--- src/rtl/fake_netlist_vec_sequencer.sv ---
// Loads a wide input vector for a combinational fake netlist from a narrow word
// stream, applies it atomically, waits a settle time and returns the output bit.
module fake_netlist_vec_sequencer #(
  parameter int VEC_W  = 375,
  parameter int WORD_W = 32,
  parameter int SETTLE = 2
) (
  input  logic              clk_i,
  input  logic              rst_i,
  input  logic              start_i,
  input  logic              word_valid_i,
  input  logic [WORD_W-1:0] word_i,
  output logic              word_ready_o,
  output logic [VEC_W-1:0]  dut_vec_o,
  input  logic              dut_out_i,
  output logic              res_valid_o,
  output logic              res_bit_o,
  input  logic              res_ready_i,
  output logic              busy_o,
  input  logic              clear_i,
  output logic [15:0]       vec_count_o,
  output logic [15:0]       ones_count_o
);

  localparam int NWORDS   = (VEC_W + WORD_W - 1) / WORD_W;
  localparam int LAST_W   = VEC_W - (NWORDS - 1) * WORD_W;
  localparam int SHADOW_W = (NWORDS - 1) * WORD_W;
  localparam int IDX_W    = (NWORDS > 1) ? $clog2(NWORDS) : 1;
  localparam int CNT_W    = (SETTLE > 1) ? $clog2(SETTLE) : 1;

  typedef enum logic [1:0] {ST_IDLE, ST_LOAD, ST_SETTLE, ST_RESULT} state_e;

  state_e              state_q, state_d;
  logic [IDX_W-1:0]    idx_q, idx_d;
  logic [CNT_W-1:0]    settle_q, settle_d;
  logic [SHADOW_W-1:0] shadow_q, shadow_d;
  logic [VEC_W-1:0]    dut_vec_q, dut_vec_d;
  logic                res_bit_q, res_bit_d;
  logic [15:0]         vec_cnt_q, vec_cnt_d;
  logic [15:0]         ones_cnt_q, ones_cnt_d;

  logic accept, last_word, capture;

  assign accept    = (state_q == ST_LOAD) && word_valid_i;
  assign last_word = (idx_q == IDX_W'(NWORDS - 1));
  assign capture   = (state_q == ST_SETTLE) && (settle_q == '0);

  always_ff @(posedge clk_i or posedge rst_i) begin
    if (rst_i) begin
      state_q    <= ST_IDLE;
      idx_q      <= '0;
      settle_q   <= '0;
      shadow_q   <= '0;
      dut_vec_q  <= '0;
      res_bit_q  <= 1'b0;
      vec_cnt_q  <= '0;
      ones_cnt_q <= '0;
    end else begin
      state_q    <= state_d;
      idx_q      <= idx_d;
      settle_q   <= settle_d;
      shadow_q   <= shadow_d;
      dut_vec_q  <= dut_vec_d;
      res_bit_q  <= res_bit_d;
      vec_cnt_q  <= vec_cnt_d;
      ones_cnt_q <= ones_cnt_d;
    end
  end

  always_comb begin
    state_d = state_q;
    case (state_q)
      ST_IDLE:   if (start_i) state_d = ST_LOAD;
      ST_LOAD:   if (accept && last_word) state_d = ST_SETTLE;
      ST_SETTLE: if (capture) state_d = ST_RESULT;
      ST_RESULT: if (res_ready_i) state_d = ST_IDLE;
      default:   state_d = ST_IDLE;
    endcase
  end

  // The final word goes straight into the applied vector together with the
  // shadow, so the netlist never sees a partially loaded vector.
  always_comb begin
    idx_d      = idx_q;
    settle_d   = settle_q;
    shadow_d   = shadow_q;
    dut_vec_d  = dut_vec_q;
    res_bit_d  = res_bit_q;
    vec_cnt_d  = vec_cnt_q;
    ones_cnt_d = ones_cnt_q;

    if (state_q == ST_IDLE && start_i) idx_d = '0;
    else if (accept)                   idx_d = idx_q + 1'b1;

    for (int w = 0; w < NWORDS - 1; w++) begin
      if (accept && idx_q == IDX_W'(w)) shadow_d[w*WORD_W +: WORD_W] = word_i;
    end

    if (accept && last_word) begin
      dut_vec_d = {word_i[LAST_W-1:0], shadow_q};
      settle_d  = CNT_W'(SETTLE - 1);
    end else if (state_q == ST_SETTLE && settle_q != '0) begin
      settle_d = settle_q - 1'b1;
    end

    if (capture) res_bit_d = dut_out_i;

    if (clear_i) begin
      vec_cnt_d  = '0;
      ones_cnt_d = '0;
    end else if (capture) begin
      if (vec_cnt_q != 16'hFFFF)               vec_cnt_d  = vec_cnt_q + 16'd1;
      if (dut_out_i && ones_cnt_q != 16'hFFFF) ones_cnt_d = ones_cnt_q + 16'd1;
    end
  end

  always_comb begin
    word_ready_o = (state_q == ST_LOAD);
    res_valid_o  = (state_q == ST_RESULT);
    busy_o       = (state_q != ST_IDLE);
    res_bit_o    = res_bit_q;
    dut_vec_o    = dut_vec_q;
    vec_count_o  = vec_cnt_q;
    ones_count_o = ones_cnt_q;
  end

endmodule
--- config.mk ---
export PLATFORM = sky130hd
export DESIGN_NAME = fake_netlist_vec_sequencer
export DESIGN_NICKNAME = d
export VERILOG_FILES = /design/src/rtl/fake_netlist_vec_sequencer.sv
export SDC_FILE = /design/constraint.sdc
export NUM_CORES = 1
export LEC_CHECK = 0
export CORE_ASPECT_RATIO = 0.8
export CORE_MARGIN = 5
export CORE_UTILIZATION = 58
export CTS_CLUSTER_DIAMETER = 150
export DETAILED_ROUTE_END_ITERATION = 10
export PLACE_DENSITY = 0.82
export SETUP_SLACK_MARGIN = 0.02
export SYNTH_ARGS = -nofsm -noshare
export SYNTH_HDL_FRONTEND = slang
export SYNTH_SLANG_ARGS = --single-unit
--- constraint.sdc ---
create_clock -name clk_i -period 57.4 [get_ports clk_i]
set_clock_uncertainty 0.15 [all_clocks]
set_input_delay 8.61 -clock clk_i [delete_from_list [all_inputs] [get_ports clk_i]]
set_output_delay 8.61 -clock clk_i [all_outputs]
set_load 0.03 [all_outputs]
Word level (Yosys, flattened, before mapping)
Cells that the tools add are included.
W data, S select, Z words.
{"block": "word_totals", "wordCells": 86, "in_bits": 39, "out_inout_bits": 411, "reg_bits": 767}
{"block": "classes", "n_mux": 15, "bitwise": 1, "addsub": 4, "n_reduce_logical": 28, "n_eq_ne": 20}
{"operator": "$mux W16", "n": 6}
{"operator": "$add A16 B1 Y16 const B", "n": 2}
{"operator": "$ne A16 B16 Y1 const B", "n": 2}
{"operator": "$logic_and A1 B1 Y1", "n": 17}
{"operator": "$eq A4 B3 Y1 const B", "n": 4}
{"operator": "$eq A4 B4 Y1 const B", "n": 4}
{"operator": "$reduce_bool A2 Y1", "n": 6}
{"operator": "$eq A4 B2 Y1 const B", "n": 2}
{"operator": "$mux W2", "n": 4}
{"operator": "$mux W4", "n": 2}
{"operator": "$pmux W2 S4", "n": 1}
{"operator": "$add A4 B1 Y4 const B", "n": 1}
{"operator": "$eq A2 B2 Y1 const B", "n": 2}
{"operator": "$eq A4 B1 Y1 const B", "n": 1}
{"operator": "$logic_not A4 Y1", "n": 1}
{"operator": "$ne A2 B1 Y1 const B", "n": 2}
{"operator": "$ne A2 B2 Y1 const B", "n": 2}
{"operator": "$reduce_and A2 Y1", "n": 2}
{"operator": "$reduce_and A4 Y1", "n": 1}
{"operator": "$eq A2 B1 Y1 const B", "n": 1}
{"operator": "$logic_not A2 Y1", "n": 1}
{"operator": "$mux W1", "n": 2}
{"operator": "$not A1 Y1", "n": 1}
{"operator": "$sub A1 B1 Y1 const B", "n": 1}

Depth between registers and ports, before layout
{"block": "logic_depth", "ltp_word": 5, "depth_mapped": 10, "depth_no_buf": 6}

Least setup slack after synthesis
Ideal clock, no wire load.
{"block": "synth_timing", "path_kind": "input port to flip-flop", "start": "in word_valid_i", "end": "reg shadow_q[0]", "arrival_time_ps": 9864, "n_path_buf": 1, "setup_slack_ps": 47261, "setup_ps": 125, "cell_stages": 4, "required_ps": 57125, "cell_sequence": "or3b_2 nor2_1 buf_4 mux2_2"}
{"block": "synth_between", "elab_chain_cells": 2}
{"element": "start: declaration", "line": "11", "source": "input logic word_valid_i,"}
{"element": "$logic_and A1 B1 Y1", "line": "44", "source": "assign accept = (state_q == ST_LOAD) && word_valid_i;"}
{"element": "$logic_and A1 B1 Y1", "line": "96", "source": "if (accept && idx_q == IDX_W'(w)) shadow_d[w*WORD_W +: WORD_W] = word_i;"}
{"element": "end signal: assignment", "line": "62", "source": "shadow_q <= shadow_d;"}
{"element": "end: declaration", "line": "36", "source": "logic [SHADOW_W-1:0] shadow_q, shadow_d;"}
Every way passes these cells.
A chain may end at the register's enable or synchronous reset.

Worst setup path in the final report
{"block": "layout_timing", "start": "in word_valid_i", "end": "reg dut_vec_q[102], in the netlist dut_vec_o[102]"}
{"block": "layout_between", "elab_chain_cells": 2}
{"element": "$logic_and A1 B1 Y1", "line": "44"}
{"element": "$logic_and A1 B1 Y1", "line": "99", "source": "if (accept && last_word) begin"}
{"element": "end signal: assignment", "line": "63", "source": "dut_vec_q <= dut_vec_d;"}
{"element": "end: declaration", "line": "37", "source": "logic [VEC_W-1:0] dut_vec_q, dut_vec_d;"}
Every way passes these cells.

==> key figures <==
Outcome
  – Status: completed

Clock network
  – Clk slew on worst S/H paths: ~0.070 ns
  – Insertion delay to the later sink of the worst-skew pair: 0.60 ns
  – CTS tree: yes
  – Max Buffers Root-to-Sink: 3
  – Sink Count: ~770
  – Root Buffer: clkbuf_16
  – CTS HTree Levels: 3
  – Post-CTS sizing: 0
  – Setup Fix Bufs, Post-CTS: 0
  – Num CTS Buffers: 72
  – Post-CTS Hold Fix Bufs: 0

Place
  – Port Buffer Count: ~450
  – DP HPWL: around 50000 µm
  – GP Congestion: ~0.84

Critical path
  – Capture point of the worst reg-to-reg path: dut_vec_o[102]
  – Crit Path Max Fanout: 236
  – CP startpoint kind: input pin
  – Critical Path Source: word_valid_i
  – CP max stage delay: 0.84 ns
  – CP most frequent cell: nand2_1
  – Slowest CP cell: or2_4
  – Cells on worst reg2reg path: 7
  – Nature of the critical path endpoint: flip-flop
  – CP cell instances: clkdlybuf4s50_1 > nand3b_1 > or2_4 > buf_12 > nand2_1 > nand2_1
  – Worst Path Arrival: 11.74 ns
  – Critical Setup Path Class: input pin to flip-flop
  – R2R setup slack: roughly 54 ns
  – RR Startpoint: state_q[1]
  – WP data required: a little under 60 ns

Global routing
  – First-pass GRT wire length: about 120000 µm
  – Largest net degree at the start of global routing: 244
  – Vias in the first global route: around 21000
  – Initial antenna violation count: 1
  – Global-route usage over all layers: 27.85%
  – Total congestion overflow: 0

Yosys
  – Mux share of post-synthesis cell area: between 10% and 20%
  – Gate Count Post-Synth: ~2600
  – Synth cell types: 40
  – Post-Syn Area: a little under 30000 µm²
  – Post-synthesis sequential area ratio: between 60 and 70%
  – Asr flop ratio synth: 100.0%
  – Syn_nets: about 2700
  – Yosys warns: 0
  – Syn_area_per_cell: approximately 11 µm²
  – Area fraction of the dominant cell type after synthesis: 65.39%
  – Main combinational cell family by area after synthesis: simple AND/OR/NAND/NOR gates
  – Ys flop type: dfrtp_1
  – Synth area leader: dfrtp_1
  – Post-Synth Adder-Cell Area: less than 1%
  – Post-synthesis xor/xnor area fraction: less than 1%
  – Synth Area in Simple Gates: roughly 16%
  – Compound-Gate Fraction of Synth Area: about 1.4%
  – #FFs+latches synth: approximately 770
  – Synth area leaders: dfrtp_1 65%, nand2_1 15%, mux2_2 14%
  – Post-synth EDFFs: 0

Route
  – Vias/cell: approximately 5.6
  – Final wirelength: around 77000 µm
  – Drc violations: 0
  – Routed Antenna Nets: 0
  – DR iter-0 viols: between 2000 and 2500
  – DR vias: 20670
  – WL/cell: 20.80 µm
  – Iteration count of the initial detailed-routing pass: 6

Power and ir drop
  – Leakage: between 15 and 20 nW
  – PwrDens: 35.29 nW/µm²
  – VDD IR max: about 0.02 mV

Run
  – Max cap viols: 0

STA
  – Crit share post-route: between 15 and 20%
  – Max Freq: between 0.08 and 0.09 GHz
  – Fin. max-slew vios: 0
  – Fin crit period: around 11 ns
  – Total negative slack: 0 ns
  – Worst-margin pin slew: between 1 and 1.5 ns
  – Max_slew headroom: between 10% and 20%
  – RSZ-0062 raised after global routing: no
  – Setup Viol. Count Final: 0
  – Hold Fails Final Rpt: 0

Layout
  – Final nets: ~3000
  – Ratio of cells with drive above 1 in the final layout: 16.57%
  – Post-layout util: ~74%
  – Layout area overhead: 24.96%

Min path
  – WHS Endpoint: dut_vec_o[223]
  – Worst hold path type: flip-flop to flip-flop
  – Hold Crit Start: shadow_q[223]
  – WHS Path Cells: 2

Die
  – Die X: between 200 and 300 µm
  – # IOs: between 400 and 500
  – Die height: roughly 210 µm
  – CORE AREA: roughly 50000 µm²
  – Initial Util: 58.86%
  – Die ar.: ~55000 µm²
  – Std cell rows: 73
## state kept, by name, summed over array words and instances, names as in the netlist
register	count
state_q	2
settle_q	1
vec_count_o	16
res_bit_o	1
idx_q	4
dut_vec_o	375
ones_count_o	16
shadow_q	352
## placed cells by master, fill, tap and decap left out, drive strengths merged, types with 2 or more instances in the layout
cell / synthesis / routed
nand3b: 3 / 3
nand3: 15 / 15
and4: 3 / 3
nor3: 2 / 2
mux2i: 2 / 2
nand4: 11 / 11
inv: 9 / 10
mux2: 354 / 354
and3: 3 / 3
dfrtp: 767 / 767
nor2b: 2 / 2
clkdlybuf4s50: 0 / 449
nor2: 19 / 19
xor2: 3 / 3
a21oi: 33 / 33
buf: 72 / 11
clkinvlp: 0 / 3
or2: 3 / 3
nand2: 1140 / 1140
clkbuf: 85 / 101
or3: 13 / 13
o31ai: 11 / 11
bufinv: 0 / 6
ha: 10 / 10
o21ai: 16 / 16
o41ai: 3 / 3
or4: 14 / 14
xnor2: 2 / 2
clkinv: 0 / 17
## Yosys cell counts, drive strengths merged, types with 13 or more instances
cell type / n
a21oi: 33
buf: 72
clkbuf: 85
dfrtp: 767
mux2: 354
nand2: 1140
nand3: 15
nor2: 19
o21ai: 16
or3: 13
or4: 14
## power by group
part           internal [mW]  total [mW]  switching, mW
clock                  0.287       0.490          0.203
sequential             0.618       0.661         0.0430
combinational         0.0774       0.143         0.0658
total                  0.983        1.29          0.312
## cell type report
class | count | area, µm²
sequential | 767 | 19190
fill | 3219 | 13190
multi-input combinational | 1672 | 9514
timing repair buffer | 460 | 4639
clock buffer | 101 | 2136
tap | 675 | 844.6
clock inverter | 27 | 307.8
inverter | 9 | 41.29
antenna | 1 | 2.502
## per-layer routing
metal,GRT usage (%),wire [µm],share of wire (%),vias to the layer above
li1,-,-,-,9125
met3,5.450,4969,6.4,184
met2,46.43,38670,50,749
met4,10.53,3041,3.9,0
met1,36.82,30520,40,10610
met5,0,0,0,-
## how the worst max path moves through the flow
| stage | end | slack (ns) | depth (start not counted) |
|---|---|---|---|
| after global routing | dut_vec_o[190] | 45.70 | 4 |
| after CTS | dut_vec_o[190] | 46.16 | 4 |
| after global placement | dut_vec_o[232] | 45.61 | 4 |
| final | dut_vec_o[102] | 46.05 | 6 |
| after floorplan | dut_vec_o[0] | 27.11 | 1 |
| after detailed placement | dut_vec_o[229] | 45.52 | 4 |
## critical path, delay by kind of cell
kind | cells | cell delay [ns]
AND/OR/NAND/NOR | 4 | 1.61
buffers and inverters | 2 | 1.18
## metrics by stage
stage | power [mW] | worst slack, ns | instance area (µm²) | std cells | hold slack [ns]
final | 1.294 | 46.05 | 36680 | 3712 | 0.3025
after CTS | 1.302 | 46.16 | 36680 | 3711 | 0.3097
after floorplan | 0.7694 | 27.11 | 29350 | 2605 | 0.2848
after global routing | 1.344 | 45.70 | 36680 | 3712 | 0.3202
after detailed placement | 0.8126 | 45.52 | 34230 | 3583 | 0.2970
after global placement | 0.7990 | 45.61 | 34230 | 3583 | 0.2935
## kinds of logic after synthesis
| family | after synthesis |
|---|---|
| flip-flops | 767 |
| XOR/XNOR | 5 |
| buffers and inverters | 166 |
| multiplexers | 356 |
| adder cells (fa/ha/maj) | 10 |
| AO/OA/AOI/OAI | 68 |
| AND/OR/NAND/NOR | 1233 |
Note: power is estimated with default switching activity, not from simulation.
